File: src/rtl/aes_byte_loader.sv
// Serial byte loader for a 128-bit AES state: collects 16 bytes in FIPS-197 input
// order (first byte in the MSB) and holds the block until downstream consumes it.
module aes_byte_loader (
  input  logic         clk,
  input  logic         rst,
  input  logic         clear,
  input  logic [7:0]   byte_in,
  input  logic         byte_valid,
  output logic         byte_ready,
  output logic [127:0] state_out,
  output logic         state_valid,
  input  logic         state_ready,
  output logic [4:0]   byte_count
);

  typedef enum logic {
    LOAD = 1'b0,
    HOLD = 1'b1
  } state_t;

  state_t       state_q;
  state_t       state_d;
  logic [3:0]   idx_q;
  logic [3:0]   idx_d;
  logic [127:0] data_d;
  logic         accept;

  always_comb begin
    byte_ready  = (state_q == LOAD);
    state_valid = (state_q == HOLD);
    // idx wraps to 0 on the 16th byte, so HOLD reports the full count explicitly
    byte_count  = (state_q == HOLD) ? 5'd16 : {1'b0, idx_q};
    accept      = byte_valid & byte_ready & ~clear;
  end

  always_comb begin
    state_d = state_q;
    idx_d   = idx_q;
    if (clear) begin
      state_d = LOAD;
      idx_d   = 4'd0;
    end else begin
      case (state_q)
        LOAD: begin
          if (accept) begin
            idx_d = idx_q + 4'd1;
            if (idx_q == 4'd15) state_d = HOLD;
          end
        end
        HOLD: begin
          if (state_ready) begin
            state_d = LOAD;
            idx_d   = 4'd0;
          end
        end
        default: begin
          state_d = LOAD;
          idx_d   = 4'd0;
        end
      endcase
    end
  end

  // Write demux: column idx[3:2], row idx[1:0]; lane 0 is the MSB byte
  always_comb begin
    data_d = state_out;
    for (int i = 0; i < 16; i++) begin
      if (accept && (idx_q == 4'(i))) data_d[8*(15-i) +: 8] = byte_in;
    end
  end

  always_ff @(posedge clk) begin
    if (rst) begin
      state_q   <= LOAD;
      idx_q     <= 4'd0;
      state_out <= 128'h0;
    end else begin
      state_q   <= state_d;
      idx_q     <= idx_d;
      state_out <= data_d;
    end
  end

endmodule

File: config.mk
export PLATFORM = sky130hd
export DESIGN_NAME = aes_byte_loader
export DESIGN_NICKNAME = d
export VERILOG_FILES = /design/src/rtl/aes_byte_loader.sv
export SDC_FILE = /design/constraint.sdc
export NUM_CORES = 1
export LEC_CHECK = 0
export ABC_AREA = 1
export CAP_MARGIN = 10
export CORE_MARGIN = 1
export CORE_UTILIZATION = 25
export DETAILED_ROUTE_END_ITERATION = 12
export GPL_TIMING_DRIVEN = 0
export PLACE_DENSITY = 0.44
export SYNTH_ARGS = -nofsm -noshare
export SYNTH_HDL_FRONTEND = slang
export SYNTH_SLANG_ARGS = --single-unit
File: constraint.sdc
create_clock -name clk -period 1.81 [get_ports clk]
set_clock_uncertainty 0.15 [all_clocks]
set_input_delay 0.2715 -clock clk [delete_from_list [all_inputs] [get_ports clk]]
set_output_delay 0.2715 -clock clk [all_outputs]
set_load 0.01 [all_outputs]
# --- After elaboration in Yosys (flattened, before gate mapping) ---
# Index checks and enable logic that the tools add are counted.
classes:
  addsub: 1
  eq_ne: 17
  n_mux: 8
  bitwise: 4
  reduce_logical: 19
op_table:
  columns: ["op", "count"]
  rows:
  - ["== test 4 bit, second input constant", 8]
  - ["== test 4 x 3 -> 1 bit, second input constant", 4]
  - ["logical AND 1 bit", 16]
  - ["== test 4 x 2 -> 1 bit, second input constant", 2]
  - ["2-to-1 mux 4 bit", 2]
  - ["case mux 4 bit (2 select lines)", 1]
  - ["2-to-1 mux 5 bit", 1]
  - ["adder 4 x 1 -> 4 bit, second input constant", 1]
  - ["== test 4 x 1 -> 1 bit, second input constant", 1]
  - ["logical NOT 4 bit", 1]
  - ["2-to-1 mux 1 bit", 3]
  - ["AND 1 bit", 2]
  - ["inequality test 2 x 1 -> 1 bit, second input constant", 1]
  - ["inequality test 2 bit, second input constant", 1]
  - ["NOT 1 bit", 2]
  - ["case mux 1 bit (2 select lines)", 1]
  - ["AND reduction 2 bit", 1]
  - ["OR reduction 2 bit", 1]
word_totals:
  ff_bits: 133
  out_inout_bits: 135

# --- Depth between registers and ports, before layout ---
# Gate-level depths: netlist of the first run.
depth:
  word_depth: 5
  depth_mapped: 9
  ltp_nobuf: 7

# --- Least setup slack after synthesis of the first run ---
# No wires, ideal clock.
synth_timing:
  path_kind: "reg2reg"
  start: "reg state_q (netlist: state_valid)"
  end: "reg state_out[6]"
  n_path_buf: 3
  path_stages_with_launch: 10
  t_arrival_ps: 1429
  setup_slack_ps: 118
  period_less_slack_ps: 1692
  path_cell_list: "dfxtp_1 > buf_2 > inv_2 > nand3_4 > buf_6 > nor2_4 > buf_4 > nand2_1 > nand2_1 > nor2_1"
synth_between:
  elab_chain_len: 4
synth_rtl:
  columns: ["item", "line", "rtl"]
  rows:
  - ["start: declaration", "21", "state_t state_q;"]
  - ["start signal: assignment", "78", "state_q <= state_d;"]
  - ["NOT 1 bit", null, null]
  - ["named net byte_ready", "9", "output logic byte_ready,"]
  - ["AND 1 bit (2 in series)", "33", "accept = byte_valid & byte_ready & ~clear;"]
  - ["logical AND 1 bit", "68", "if (accept && (idx_q == 4'(i))) data_d[8*(15-i) +: 8] = byte_in;"]
  - ["end signal: assignment", "80", "state_out <= data_d;"]
  - ["end: declaration", "10", "output logic [127:0] state_out,"]
# The timed path passes the listed nets, and every way through them passes these cells.
# A chain may end at the register's enable or synchronous reset.

# --- Worst setup path after layout of the first run ---
layout_timing:
  start: "reg state_out[11]"
  end: "out state_out[11]"
# No word-level cell between the ends.

==> flow_summary_export.csv, run 1 <==
group,metric,value,unit
floorplanning,start_util,25.82,%
layout,final_cells,1248,
cts,clkTransAtPathRegs,60,ps
setup_path,r2r-end,"state_out[38]$_SDFFE_PP0P_",
cts,cts_sinks,133,
timing,min_period,1760,ps
synthesis,synth_area,5293,um2
routing,vias,5095,
place,gp_congestion,0.8023,
cts,hold_buffers,0,
cts,cts_tree,"built",
layout,area_growth,51.25,%
synthesis,avgSynthCellArea,6.794,um2
setup_path,path_cells,"clkdlybuf4s50_1",
setup_path,timing.rr.start,"state_valid$_SDFF_PP0_",
setup_path,crit_fanout,2,
setup_path,startpoint_type,"flop",
cts,cts.htree.levels,4,
cts,clk_path_buf_depth,2,
routing,drt-wirelength-per-cell,14.01,um
floorplanning,ios,148,
cts,cts_root_buffer,"clkbuf_16",
place,port-buffer-count,147,
synthesis,yosys_warnings,0,
setup_path,worst_setup_path_end_kind,"output port",
global_routing,grt_usage,16.44,%
cts,clock_latency,420,ps
hold_path,hp-start,"state_out[62]$_SDFFE_PP0P_",
setup_path,cp.buffers_inverters,1,
timing,worst_hold_slack,329.9,ps
routing,drc,0,
power_and_ir_drop,power_leakage,3.308,nW
setup_path,cpMaxStageDelayCell,"clkdlybuf4s50_1",
setup_path,crit_required,1390,ps
status,status,"finished clean",
power_and_ir_drop,powerDensity,858.2,nW/um2
hold_path,min_path_type,"reg2reg",
setup_path,crit_arrival,1340,ps
floorplanning,die_area,21760,um2
global_routing,overflow,0,
setup_path,crit_type,"reg2out",
power_and_ir_drop,irDropWorstVdd,0.5640,mV
layout,drive_gt1_share,11.35,%
synthesis,synth_cell_type_count,17,
global_routing,grt_first_pass_wirelength,26780,um
routing,drtIter0Drc,215,
routing,post_drt_via_cell_ratio,4.083,
synthesis,syn_inst,779,
routing,postRouteWirelength,17480,um
setup_path,slowest_delay,550,ps
setup_path,reg2reg_depth,9,
layout,nets,982,
timing,finalCritPeriodShare,97.23,%
place,dp_cells,1196,
timing,tightest_slew,800.5,ps
cts,numCtsBuffers,17,
layout,layout_commonest_cell,"nand2_1",
timing,setup_violations,0,
floorplanning,core,20490,um2
hold_path,whs_endpoint,"state_out[62]$_SDFFE_PP0P_",
global_routing,grt_pass1_vias,4707,
setup_path,critical_path.top_delay_family,"buffers and inverters",
setup_path,r2r_slack,120,ps
synthesis,syn_nets,796,
global_routing,grt_max_degree,17,
timing,max_slew_margin,46.63,%
routing,ant_nets,0,
place,post-dp-hpwl,11900,um
timing,fmax,0.5682,GHz
floorplanning,fp-row-count,52,
layout,insertedDiodeCount,0,
timing,hold_violations,0,
synthesis,ys_seq_area_share,50.31,%
run,cap_violations,0,
floorplanning,dieHeight,147.5,um
layout,final_cell_mix,"nand2_1, nor2_1, clkdlybuf4s50_1, dfxtp_1, buf_4",
timing,slew_viol_final,0,
floorplanning,die_w,147.5,um
global_routing,grt_antenna_before_repair,0,
hold_path,min_path_cells,2,
synthesis,ys_seq_elements,133,
routing,dr.pass1.iters,4,
[layout make-up]
type                            instances  area [um2]
Fill cell                            2228       12490
Sequential cell                       133        2666
Multi-Input combinational cell        583        2397
Timing Repair Buffer                  166        1622
Clock buffer                           19       442.9
Tap cell                              270       337.8
Buffer                                 43       300.3
Clock inverter                         13       157.7
Inverter                               21       81.33
[power breakdown]
part / internal, mW / total [mW] / switching (mW) / leakage [nW]
logic: 0.130 / 0.373 / 0.243 / 1.95
clock network: 2.19 / 3.54 / 1.35 / 0.285
registers: 2.94 / 2.95 / 0.0102 / 1.07
total: 5.27 / 6.87 / 1.60 / 3.31
[worst max-delay path by stage]
stage / depth (start not counted) / slack [ps] / startpoint / to
2_1_floorplan: 9 / 120 / state_valid$_SDFF_PP0_ / state_out[6]$_SDFFE_PP0P_
3_3_place_gp: 6 / -450 / byte_in[6] / state_out[62]$_SDFFE_PP0P_
3_5_place_dp: 6 / -450 / rst / state_out[31]$_SDFFE_PP0P_
4_1_cts: 8 / 20 / idx_q[0]$_SDFFE_PP0P_ / state_out[13]$_SDFFE_PP0P_
5_1_grt: 8 / -1 / idx_q[0]$_SDFFE_PP0P_ / state_out[62]$_SDFFE_PP0P_
6_report: 1 / 50 / state_out[11]$_SDFFE_PP0P_ / state_out[11]
[metrics by stage]
step | total power, mW | area (um2) | setup TNS (ps) | setup WS, ps | utilization [%]
2_1_floorplan | 3.214 | 5293 | 0 | 118.3 | -
3_5_place_dp | 3.376 | 7102 | -44870 | -454.2 | 34.65
6_report | 6.870 | 8005 | 0 | 50.10 | 39.06
4_1_cts | 6.931 | 7777 | 0 | 16.35 | 37.95
5_1_grt | 7.148 | 8005 | -1.400 | -1.139 | 39.06
3_3_place_gp | 3.379 | 7102 | -44940 | -449.8 | 34.65
[registers in the layout, indices dropped and copies added, names as in the netlist]
| name | cells |
|---|---|
| idx_q | 4 |
| state_out | 128 |
| state_valid | 1 |
[timing repair]
action / 4_1_cts / 5_1_grt
gates resized for setup: 28 / 49
pin swaps: 2 / 5
setup endpoints to repair: 61 / 92
cloned: 1 / 2
setup buffers: 2 / 15
[kinds of logic (layout without fill, tap and decap cells)]
group                      after synthesis  count (layout)  synth area share [%]
and+or+nand+nor                        574             575                 42.79
DFF                                    133             133                 50.31
AOI/OAI and AO/OA                        4               4                0.3781
buffers and inverters                   64             262                 5.579
adders and majority gates                4               4                0.9457
[cell usage after synthesis]
library cell	n	share of area (%)
buf_2	11	1.0
a21oi_1	3	0.28
nand3_1	13	1.2
nor2_4	8	1.7
inv_2	1	0.071
inv_1	20	1.4
buf_6	1	0.21
buf_4	9	1.3
ha_1	4	0.95
nand3_4	1	0.33
nor2_2	8	0.95
nand2_1	277	20
nor2_1	267	19
o21ai_0	1	0.094
buf_1	5	0.35
clkbuf_1	17	1.2
dfxtp_1	133	50
[per-layer routing]
metal	wire length [um]	up-vias	share of wire (%)	GRT usage, %
li1	-	2706	-	-
met3	882	11	5.0	4.815
met1	8427	2276	48	22.03
met2	8014	102	46	25.45
met4	159	0	0.91	4.794
met5	0	-	0	0
[tightest hold or removal path, delay by kind of cell (launching register included)]
kind             cells  cell delay [ps]
flip-flops           1              320
AND/OR/NAND/NOR      2              130
No activity file was read; power rests on OpenSTA's default activity.
==> run 2, diff against run 1 <==
Settings changed: CAP_MARGIN 10 to 40.
==> flow_summary_export.csv, run 2 (same netlist as run 1, synthesis figures left out) <==
group,metric,value,unit
global_routing,grt_pass1_vias,4768,
layout,layout_commonest_cell,"nand2_1",
timing,max_slew_margin,43.90,%
floorplanning,core,20490,um2
layout,fin_area,8074,um2
timing,hold_violations,0,
timing,slew_viol_final,0,
setup_path,cp.buffers_inverters,1,
routing,ant_nets,0,
cts,cts_tree,"built",
floorplanning,die_area,21760,um2
setup_path,critical_path.top_delay_family,"buffers and inverters",
setup_path,crit_fanout,2,
layout,area_growth,52.55,%
routing,dr.pass1.iters,4,
timing,rsz0062_at_grt,"true",
power_and_ir_drop,power,7.054,mW
routing,post_drt_via_cell_ratio,4.082,
timing,timing.final.ws_setup,44.53,ps
floorplanning,die_w,147.5,um
cts,numCtsBuffers,17,
layout,nFillCells,2201,
cts,clock_latency,420,ps
cts,cts_sinks,133,
routing,vias,5115,
routing,postRouteWirelength,17590,um
cts,clk_path_buf_depth,2,
setup_path,cpMaxStageDelayCell,"clkdlybuf4s50_1",
routing,drt-wirelength-per-cell,14.04,um
layout,largest_register,"state_out",
power_and_ir_drop,power_leakage,3.346,nW
timing,tns,0,ps
layout,multi_input_area,2397,um2
timing,tightest_slew,841.5,ps
cts,cts.htree.levels,4,
cts,hold_buffers,0,
layout,largest_register_ff_count,128,
status,status,"finished clean",
layout,drive_gt1_share,11.60,%
floorplanning,start_util,25.82,%
routing,drtIter0Drc,253,
routing,drc,0,
global_routing,grt_antenna_before_repair,0,
floorplanning,fp-row-count,52,
cts,clkTransAtPathRegs,60,ps
global_routing,grt_max_degree,17,
hold_path,min_path_type,"reg2reg",
place,placed_area,7132,um2
layout,regArea,2666,um2
floorplanning,ios,148,
layout,nets,987,
setup_path,worst_setup_path_end_kind,"output port",
global_routing,overflow,0,
layout,insertedDiodeCount,0,
setup_path,crit_arrival,1340,ps
place,gp_congestion,0.8023,
place,port-buffer-count,147,
setup_path,slowest_delay,580,ps
setup_path,crit_required,1390,ps
cts,cts_root_buffer,"clkbuf_16",
setup_path,startpoint_type,"flop",
layout,final_cell_mix,"nand2_1, nor2_1, clkdlybuf4s50_1, dfxtp_1, buf_4",
run,cap_violations,0,
floorplanning,dieHeight,147.5,um
global_routing,grt_first_pass_wirelength,27320,um
timing,setup_violations,0,
setup_path,path_cells,"clkdlybuf4s50_1",
timing,fmax,0.5664,GHz
global_routing,grt_usage,16.67,%
timing,finalCritPeriodShare,97.54,%
power_and_ir_drop,irDropWorstVdd,0.6340,mV
timing,min_period,1765,ps
place,dp_slack,-435.5,ps
power_and_ir_drop,powerDensity,873.7,nW/um2
place,post-dp-hpwl,12090,um
setup_path,crit_type,"reg2out",
## run 2: final cells by class
type / count / share of cell area [%]
flip-flops and latches: 133 / 33.02
multi-input cells: 583 / 29.69
clock inverters: 12 / 2.201
clock buffers: 20 / 5.656
well taps: 270 / 4.184
inverters: 21 / 0.9763
plain buffers: 43 / 3.347
repair buffers: 171 / 20.92
## run 2: path summary, 6_finish.rpt
| path | from | to | slack (ps) | cells past startpoint |
|---|---|---|---|---|
| hold / removal | state_out[19]$_SDFFE_PP0P_ | state_out[19]$_SDFFE_PP0P_ | 330 | 2 |
| setup / recovery | state_out[86]$_SDFFE_PP0P_ | state_out[86] | 40 | 1 |
| hold reg to reg | state_out[19]$_SDFFE_PP0P_ | state_out[19]$_SDFFE_PP0P_ | 330 | 2 |
| setup reg to reg | state_valid$_SDFF_PP0_ | state_out[101]$_SDFFE_PP0P_ | 70 | 8 |
## run 2: what timing repair did
| action | CTS | global route |
|---|---|---|
| buffers inserted | 3 | 18 |
| cloned | 1 | 1 |
| resized for setup | 23 | 45 |
| endpoints found under the setup margin | 58 | 109 |
| pin swaps | 3 | 6 |
## run 2: routing by layer
metal | track usage, % | part of all wire, % | up-vias
li1 | - | - | 2714
met1 | 22.39 | 48 | 2266
met2 | 26.04 | 45 | 120
met3 | 3.889 | 5.5 | 15
met4 | 5.876 | 1.3 | 0
met5 | 0 | 0 | -
## run 2: metrics by stage
step                      instances  util [%]  hold WS (ps)
after floorplan                 779         -         296.7
after global placement         1196     34.65         313.7
after detailed placement       1198     34.80         321.1
after CTS                      1234     38.24         334.3
after global routing           1253     39.40         348.0
final                          1253     39.40         330.0
## run 2: where the power goes
part           switching [mW]  internal, mW  total, mW  leakage [nW]
sequential            0.00988          2.94       2.95          1.07
clock                    1.34          2.38       3.72         0.298
combinational           0.246         0.136      0.382          1.97
total                    1.60          5.46       7.05          3.35
## run 2: tightest hold or removal path, stage by stage, from the launching register on
cell and delay (ps):
dfxtp_1 320, nor2_1 40, nor2_1 80
